**src/rtl/data_send_pkg.sv**
```systemverilog
// Shared definitions for the framed serial sender: parity modes, FSM
// state encoding and a width helper for sizing counters.
package data_send_pkg;

    localparam int PAR_NONE = 0;
    localparam int PAR_EVEN = 1;
    localparam int PAR_ODD  = 2;

    typedef enum logic [2:0] {
        IDLE   = 3'd0,
        START  = 3'd1,
        DATA   = 3'd2,
        PARITY = 3'd3,
        STOP   = 3'd4
    } state_t;

    // Bits needed to index `value` entries; never less than 1.
    function automatic int clog2(input int value);
        int w;
        w = 1;
        while ((1 << w) < value) w++;
        return w;
    endfunction

endpackage

```
**src/rtl/sync_fifo.sv**
```systemverilog
// Small synchronous FIFO with first-word fall-through read data.
// Full is registered from the next-state count so it is glitch-free.
module sync_fifo
    import data_send_pkg::*;
#(
    parameter int WIDTH = 8,
    parameter int DEPTH = 4
) (
    input  logic                    clk,
    input  logic                    rst,
    input  logic                    push,
    input  logic [WIDTH-1:0]        wr_data,
    input  logic                    pop,
    output logic [WIDTH-1:0]        rd_data,
    output logic                    full,
    output logic                    empty,
    output logic [clog2(DEPTH):0]   count
);

    localparam int PTR_W = clog2(DEPTH);
    localparam int CNT_W = PTR_W + 1;

    logic [WIDTH-1:0] mem_q [DEPTH];
    logic [PTR_W-1:0] wr_ptr_q;
    logic [PTR_W-1:0] rd_ptr_q;
    logic [CNT_W-1:0] count_q;
    logic [CNT_W-1:0] count_d;
    logic             full_q;
    logic             do_push;
    logic             do_pop;

    // A full FIFO refuses writes; an empty one ignores reads.
    assign do_push = push && !full_q;
    assign do_pop  = pop && (count_q != '0);

    // Next occupancy: simultaneous push and pop leave the count unchanged.
    always_comb begin
        // NOTE: default first so every path assigns count_d and no latch is inferred.
        count_d = count_q;
        if (do_push && !do_pop) begin
            count_d = count_q + CNT_W'(1);
        end else if (!do_push && do_pop) begin
            count_d = count_q - CNT_W'(1);
        end
    end

    // Pointer, occupancy and full-flag registers.
    always_ff @(posedge clk) begin
        // NOTE: non-blocking assignments so all registers update from pre-edge values.
        if (rst) begin
            wr_ptr_q <= '0;
            rd_ptr_q <= '0;
            count_q  <= '0;
            full_q   <= 1'b0;
        end else begin
            if (do_push) wr_ptr_q <= wr_ptr_q + PTR_W'(1);
            if (do_pop)  rd_ptr_q <= rd_ptr_q + PTR_W'(1);
            count_q <= count_d;
            full_q  <= (count_d == CNT_W'(DEPTH));
        end
    end

    // Storage write port.
    always_ff @(posedge clk) begin
        // NOTE: storage has no reset; the count alone decides which entries are valid.
        if (do_push) mem_q[wr_ptr_q] <= wr_data;
    end

    assign rd_data = mem_q[rd_ptr_q];
    assign full    = full_q;
    assign empty   = (count_q == '0);
    assign count   = count_q;

endmodule

```
**src/rtl/data_send_frame.sv**
```systemverilog
// Buffered asynchronous-frame serial transmitter: start bit, DATA_W bits
// LSB first, optional parity, STOP_BITS stop bits. txd, done and overflow
// are registered; txd follows the FSM state by one clock.
module data_send_frame
    import data_send_pkg::*;
#(
    parameter int DATA_W       = 8,
    parameter int CLKS_PER_BIT = 16,
    parameter int PARITY_MODE  = 0,
    parameter int STOP_BITS    = 1,
    parameter int FIFO_DEPTH   = 4
) (
    input  logic              clk,
    input  logic              rst,
    input  logic [DATA_W-1:0] data_in,
    input  logic              start,
    output logic              ready,
    output logic              txd,
    output logic              busy,
    output logic              done,
    output logic              overflow
);

    localparam int BAUD_W = clog2(CLKS_PER_BIT);
    localparam int BIT_W  = clog2(DATA_W);
    localparam int CNT_W  = clog2(FIFO_DEPTH) + 1;
    localparam logic [BAUD_W-1:0] BAUD_LAST = BAUD_W'(CLKS_PER_BIT - 1);
    localparam logic [BIT_W-1:0]  DATA_LAST = BIT_W'(DATA_W - 1);
    localparam logic [BIT_W-1:0]  STOP_LAST = BIT_W'(STOP_BITS - 1);
    localparam bit HAS_PARITY = (PARITY_MODE != PAR_NONE);

    state_t            state_q, state_d;
    logic [BAUD_W-1:0] baud_q, baud_d;
    logic [BIT_W-1:0]  bit_q, bit_d;
    logic [DATA_W-1:0] shift_q, shift_d;
    logic              par_q, par_d;
    logic              txd_q, txd_d;
    logic              done_q, done_d;
    logic              overflow_q;

    logic [DATA_W-1:0] fifo_rd;
    logic              fifo_full;
    logic              fifo_empty;
    logic [CNT_W-1:0]  fifo_count;
    logic              push;
    logic              pop;
    logic              baud_last;
    logic              pop_parity;

    assign push = start && !fifo_full;

    sync_fifo #(
        .WIDTH (DATA_W),
        .DEPTH (FIFO_DEPTH)
    ) u_fifo (
        .clk     (clk),
        .rst     (rst),
        .push    (push),
        .wr_data (data_in),
        .pop     (pop),
        .rd_data (fifo_rd),
        .full    (fifo_full),
        .empty   (fifo_empty),
        .count   (fifo_count)
    );

    assign baud_last  = (baud_q == BAUD_LAST);
    assign pop_parity = (PARITY_MODE == PAR_ODD) ? ~(^fifo_rd) : ^fifo_rd;

    // Frame sequencing: bit timing, shifting, and popping the next word.
    always_comb begin
        state_d = state_q;
        bit_d   = bit_q;
        shift_d = shift_q;
        par_d   = par_q;
        pop     = 1'b0;
        done_d  = 1'b0;
        baud_d  = (state_q == IDLE || baud_last) ? '0 : baud_q + BAUD_W'(1);

        unique case (state_q)
            IDLE: begin
                bit_d = '0;
                if (!fifo_empty) begin
                    pop     = 1'b1;
                    shift_d = fifo_rd;
                    par_d   = pop_parity;
                    state_d = START;
                end
            end
            START: begin
                if (baud_last) state_d = DATA;
            end
            DATA: begin
                if (baud_last) begin
                    shift_d = shift_q >> 1;
                    if (bit_q == DATA_LAST) begin
                        bit_d   = '0;
                        state_d = HAS_PARITY ? PARITY : STOP;
                    end else begin
                        bit_d = bit_q + BIT_W'(1);
                    end
                end
            end
            PARITY: begin
                if (baud_last) state_d = STOP;
            end
            STOP: begin
                if (baud_last) begin
                    if (bit_q == STOP_LAST) begin
                        done_d = 1'b1;
                        bit_d  = '0;
                        // Chain straight into the next frame when a word is waiting.
                        if (!fifo_empty) begin
                            pop     = 1'b1;
                            shift_d = fifo_rd;
                            par_d   = pop_parity;
                            state_d = START;
                        end else begin
                            state_d = IDLE;
                        end
                    end else begin
                        bit_d = bit_q + BIT_W'(1);
                    end
                end
            end
            default: state_d = IDLE;
        endcase
    end

    // Line level for the current state, registered one cycle later.
    always_comb begin
        txd_d = 1'b1;
        unique case (state_q)
            START:   txd_d = 1'b0;
            DATA:    txd_d = shift_q[0];
            PARITY:  txd_d = par_q;
            default: txd_d = 1'b1;
        endcase
    end

    // State, counters, shift register and registered outputs.
    always_ff @(posedge clk) begin
        if (rst) begin
            state_q    <= IDLE;
            baud_q     <= '0;
            bit_q      <= '0;
            shift_q    <= '0;
            par_q      <= 1'b0;
            txd_q      <= 1'b1;
            done_q     <= 1'b0;
            overflow_q <= 1'b0;
        end else begin
            state_q    <= state_d;
            baud_q     <= baud_d;
            bit_q      <= bit_d;
            shift_q    <= shift_d;
            par_q      <= par_d;
            txd_q      <= txd_d;
            done_q     <= done_d;
            overflow_q <= start && fifo_full;
        end
    end

    assign ready    = !fifo_full;
    assign txd      = txd_q;
    assign done     = done_q;
    assign overflow = overflow_q;
    assign busy     = (state_q != IDLE) || (fifo_count != '0);

endmodule

```
**config.mk**
```make
export PLATFORM = sky130hd
export DESIGN_NAME = data_send_frame
export DESIGN_NICKNAME = d
export VERILOG_FILES = /design/src/rtl/data_send_pkg.sv /design/src/rtl/sync_fifo.sv /design/src/rtl/data_send_frame.sv
export SDC_FILE = /design/constraint.sdc
export NUM_CORES = 1
export LEC_CHECK = 0
export CAP_MARGIN = 40
export CORE_ASPECT_RATIO = 0.75
export CORE_UTILIZATION = 45
export CTS_CLUSTER_DIAMETER = 40
export DETAILED_ROUTE_END_ITERATION = 8
export SKIP_CTS_REPAIR_TIMING = 1
export SLEW_MARGIN = 20
export SYNTH_ARGS = -nofsm -noshare
export SYNTH_HDL_FRONTEND = slang
export SYNTH_SLANG_ARGS = --single-unit
```
**constraint.sdc**
```tcl
create_clock -name clk -period 3.59 [get_ports clk]
set_input_delay 1.077 -clock clk [delete_from_list [all_inputs] [get_ports clk]]
set_output_delay 1.077 -clock clk [all_outputs]
set_load 0.005 [all_outputs]
```
==> metrics.txt <==
status finished, final reports clean; Synth warnings 0; row cnt 24; Place WS between 0.9 and 1 ns; Internal 1682 uW; largest net degree at the start of global routing 19; metal3 WL approximately 200 um; sequential share of the synthesized area a little under three fifths; FF-to-FF Start baud_q[0]; Pwr Density approximately 740 nW/um^2; layout cells sized above 1 roughly an eighth; P&R area growth vs syn 14.96%; Critical R2R Capture u_fifo.full; Most used DFF post-synth edfxtp_1; area leader, netlist edfxtp_1; Die Ht around 70 um; Fillers 515; Synthesized Nets about 260; Slew @ Worst Pin 0.5827 ns; Psw between 700 and 800 uW; max-cap violations 0; final setup fails 0; worst hold stages 1; Final Cycle Share slightly below 80%; vias per cell about 5.2; synth top area cells edfxtp_1, dfxtp_1, mux4_2; Flop pwr share 41.2%; CP bufs+invs 2; Critical Path AT about 1.8 ns; DR WL met2 roughly 1.8 mm; DRT iter0 DRCs just over 70; clock net sink count 64; Combinational Power Share a little under a third; TritonCTS clock tree built; Fmax achieved ~350 MHz; Finished Cell Area about 3300 um^2; post-synth cell types 43; reg2reg setup slack roughly 1.3 ns; first-pass GRT wire length 8.590 mm; Slowest cell on crit path clkdlybuf4s50_1; Worst Path Max Fanout 4; Sw Ratio a little under a third; Crit Path Category reg2out; synthesized area roughly 2900 um^2; post-synth top area share between 30% and 40%; final worst slack 0.7536 ns; Cells after Synth around 240; Core Util, Final between 50 and 60%; kind of cell adding the most delay to the critical path buffers and inverters; Die Wd about 94 um; via count 1,784; Worst EP required approximately 2.5 ns; Synth top cells by count dfxtp_1, edfxtp_1, nor2_1; Clk Latency, worst-skew pair around 0.34 ns; share of synthesized registers carrying an async set or reset 0%; Critical Path Source Type flip-flop; clock share of power 28.4%; vias in the first global route ~1,600; Tmin final 2.836 ns; number of synthesized flops with an enable pin 32; Pleak ~0.0011 uW; cells along the critical path inv_1, ha_1, nor2b_1, nand2_1, clkdlybuf4s50_1; Placed Area 3090 um^2; RSZ-0062 raised after global routing no; worst-case clock buffer depth 2; Peak VDD IR ~440 uV; gr usage total about 17%; sum of negative setup slack 0 ns; Hold Crit Start baud_q[0]; Max stage delay on crit path between 0.4 and 0.5 ns; Post-route DRC 0; die footprint approximately 6700 um^2; Routed met1 length 2.880 mm; core area roughly 6000 um^2; CTS Buf Count 9; Hold WC Path Type reg2reg; Slew HR between 60% and 70%; n_diodes 0; antenna violations before repair 0; routed wire length per instance about 15 um; CTS Root Cell clkbuf_8; Port Buffer Count 15; GPL Wtd Cong 0.8521; Syn Area/Cell 11.92 um^2; Final ANT Viol Nets 0; hold slack 0.4506 ns; clk slew on worst S/H paths approximately 0.080 ns; Detailed Place HPWL 3.450 mm; R2R depth 6; hold path endpoint baud_q[0]; clk_skew between 0.01 and 0.015 ns; Max Slew Vio Count 0; crit end category output port; Hold Vio Cnt, Final 0; Final #Nets ~280; H-tree lvl count 3; Seq cells post-synth 64; Max Used Layer met4; DRT Pass-1 Iters 4; Initial Util 48.04%; I/O pin total 16; gr ovfl total 0; WL final approximately 5.0 mm
worst reg2reg max path: stages, from the launching register on:
cell and delay, ns:
dfxtp_1 0.35, ha_1 0.21, nand3_1 0.36, o21ai_0 0.56, and4_1 0.25, o21ai_0 0.11
a2111oi_2 0.32
how the worst max path moves through the flow:
stage / startpoint / end / slack (ns) / cells past startpoint
2_1_floorplan: start / u_fifo.full / 1.45 / 6
5_1_grt: u_fifo.count[0] / busy / 0.62 / 5
4_1_cts: u_fifo.count[0] / busy / 0.74 / 5
6_report: u_fifo.count[0] / busy / 0.75 / 5
3_5_place_dp: start / u_fifo.mem_q[0][4] / 0.96 / 4
3_3_place_gp: start / u_fifo.mem_q[1][3] / 0.99 / 4
layout make-up:
class                   count  area (um^2)  area share, %
clock buffers               9        123.9          3.734
clock inverters             7        102.6          3.093
inverters                  10        37.54          1.132
well taps                  78        97.59          2.942
flip-flops and latches     64         1602          48.28
multi-input cells         153         1174          35.38
repair buffers             19        180.2          5.432
sequential cells by signal, indices dropped and copies added (netlist names), named ones only:
signal and cells:
baud_q 4, u_fifo.count 3, par_q 1, txd 1
u_fifo.full 1, overflow 1, done 1, u_fifo.rd_ptr_q 2
shift_q 8, u_fifo.wr_ptr_q 2, bit_q 3, state_q 3
u_fifo.mem_q 32
kinds of logic after synthesis:
group | Yosys count | synth area share [%]
compound gates | 39 | 9.541
simple gates | 72 | 12.27
fa+ha+maj | 12 | 5.117
flops | 64 | 55.51
xor+xnor | 14 | 4.727
buf+inv | 25 | 3.816
mux | 16 | 9.020
power groups by stage:
stage	clock (uW)	combinational [uW]	sequential, uW
after floorplan	0	677	962
after global placement	0	738	1030
after detailed placement	0	749	1030
after CTS	710	756	1020
after global routing	738	841	1040
final	697	748	1010
stage by stage:
stage,cells,power [uW]
2_1_floorplan,242,1640
3_3_place_gp,324,1770
3_5_place_dp,324,1779
4_1_cts,340,2483
5_1_grt,340,2616
6_report,340,2458
per-layer routing:
layer  GRT usage (%)  up-vias
met5               0        -
met4           8.081        0
met3           4.777        7
met2           21.01       32
met1           28.00      834
li1                -      911
layout by cell type (no fill, tap or decap), types with 2 or more instances in the layout:
cell and n:
dfxtp_1 32, edfxtp_1 32, nor2_1 26, clkdlybuf4s50_1 15, nor3_1 13, a211oi_1 12
xnor2_1 11, ha_1 11, inv_1 10, nand2_1 9, clkbuf_8 9, o21ai_0 8
a21oi_1 8, mux4_2 8, mux2i_1 8, and2_1 4, nand3_1 4, buf_4 4
nor2b_1 3, nand2b_1 2, o21a_1 2, and3_1 2, or3_1 2, xor2_1 2
nor3b_1 2, or4_1 2, bufinv_16 2, clkinv_4 2, inv_6 2
Power figures use the tool's default switching activity.
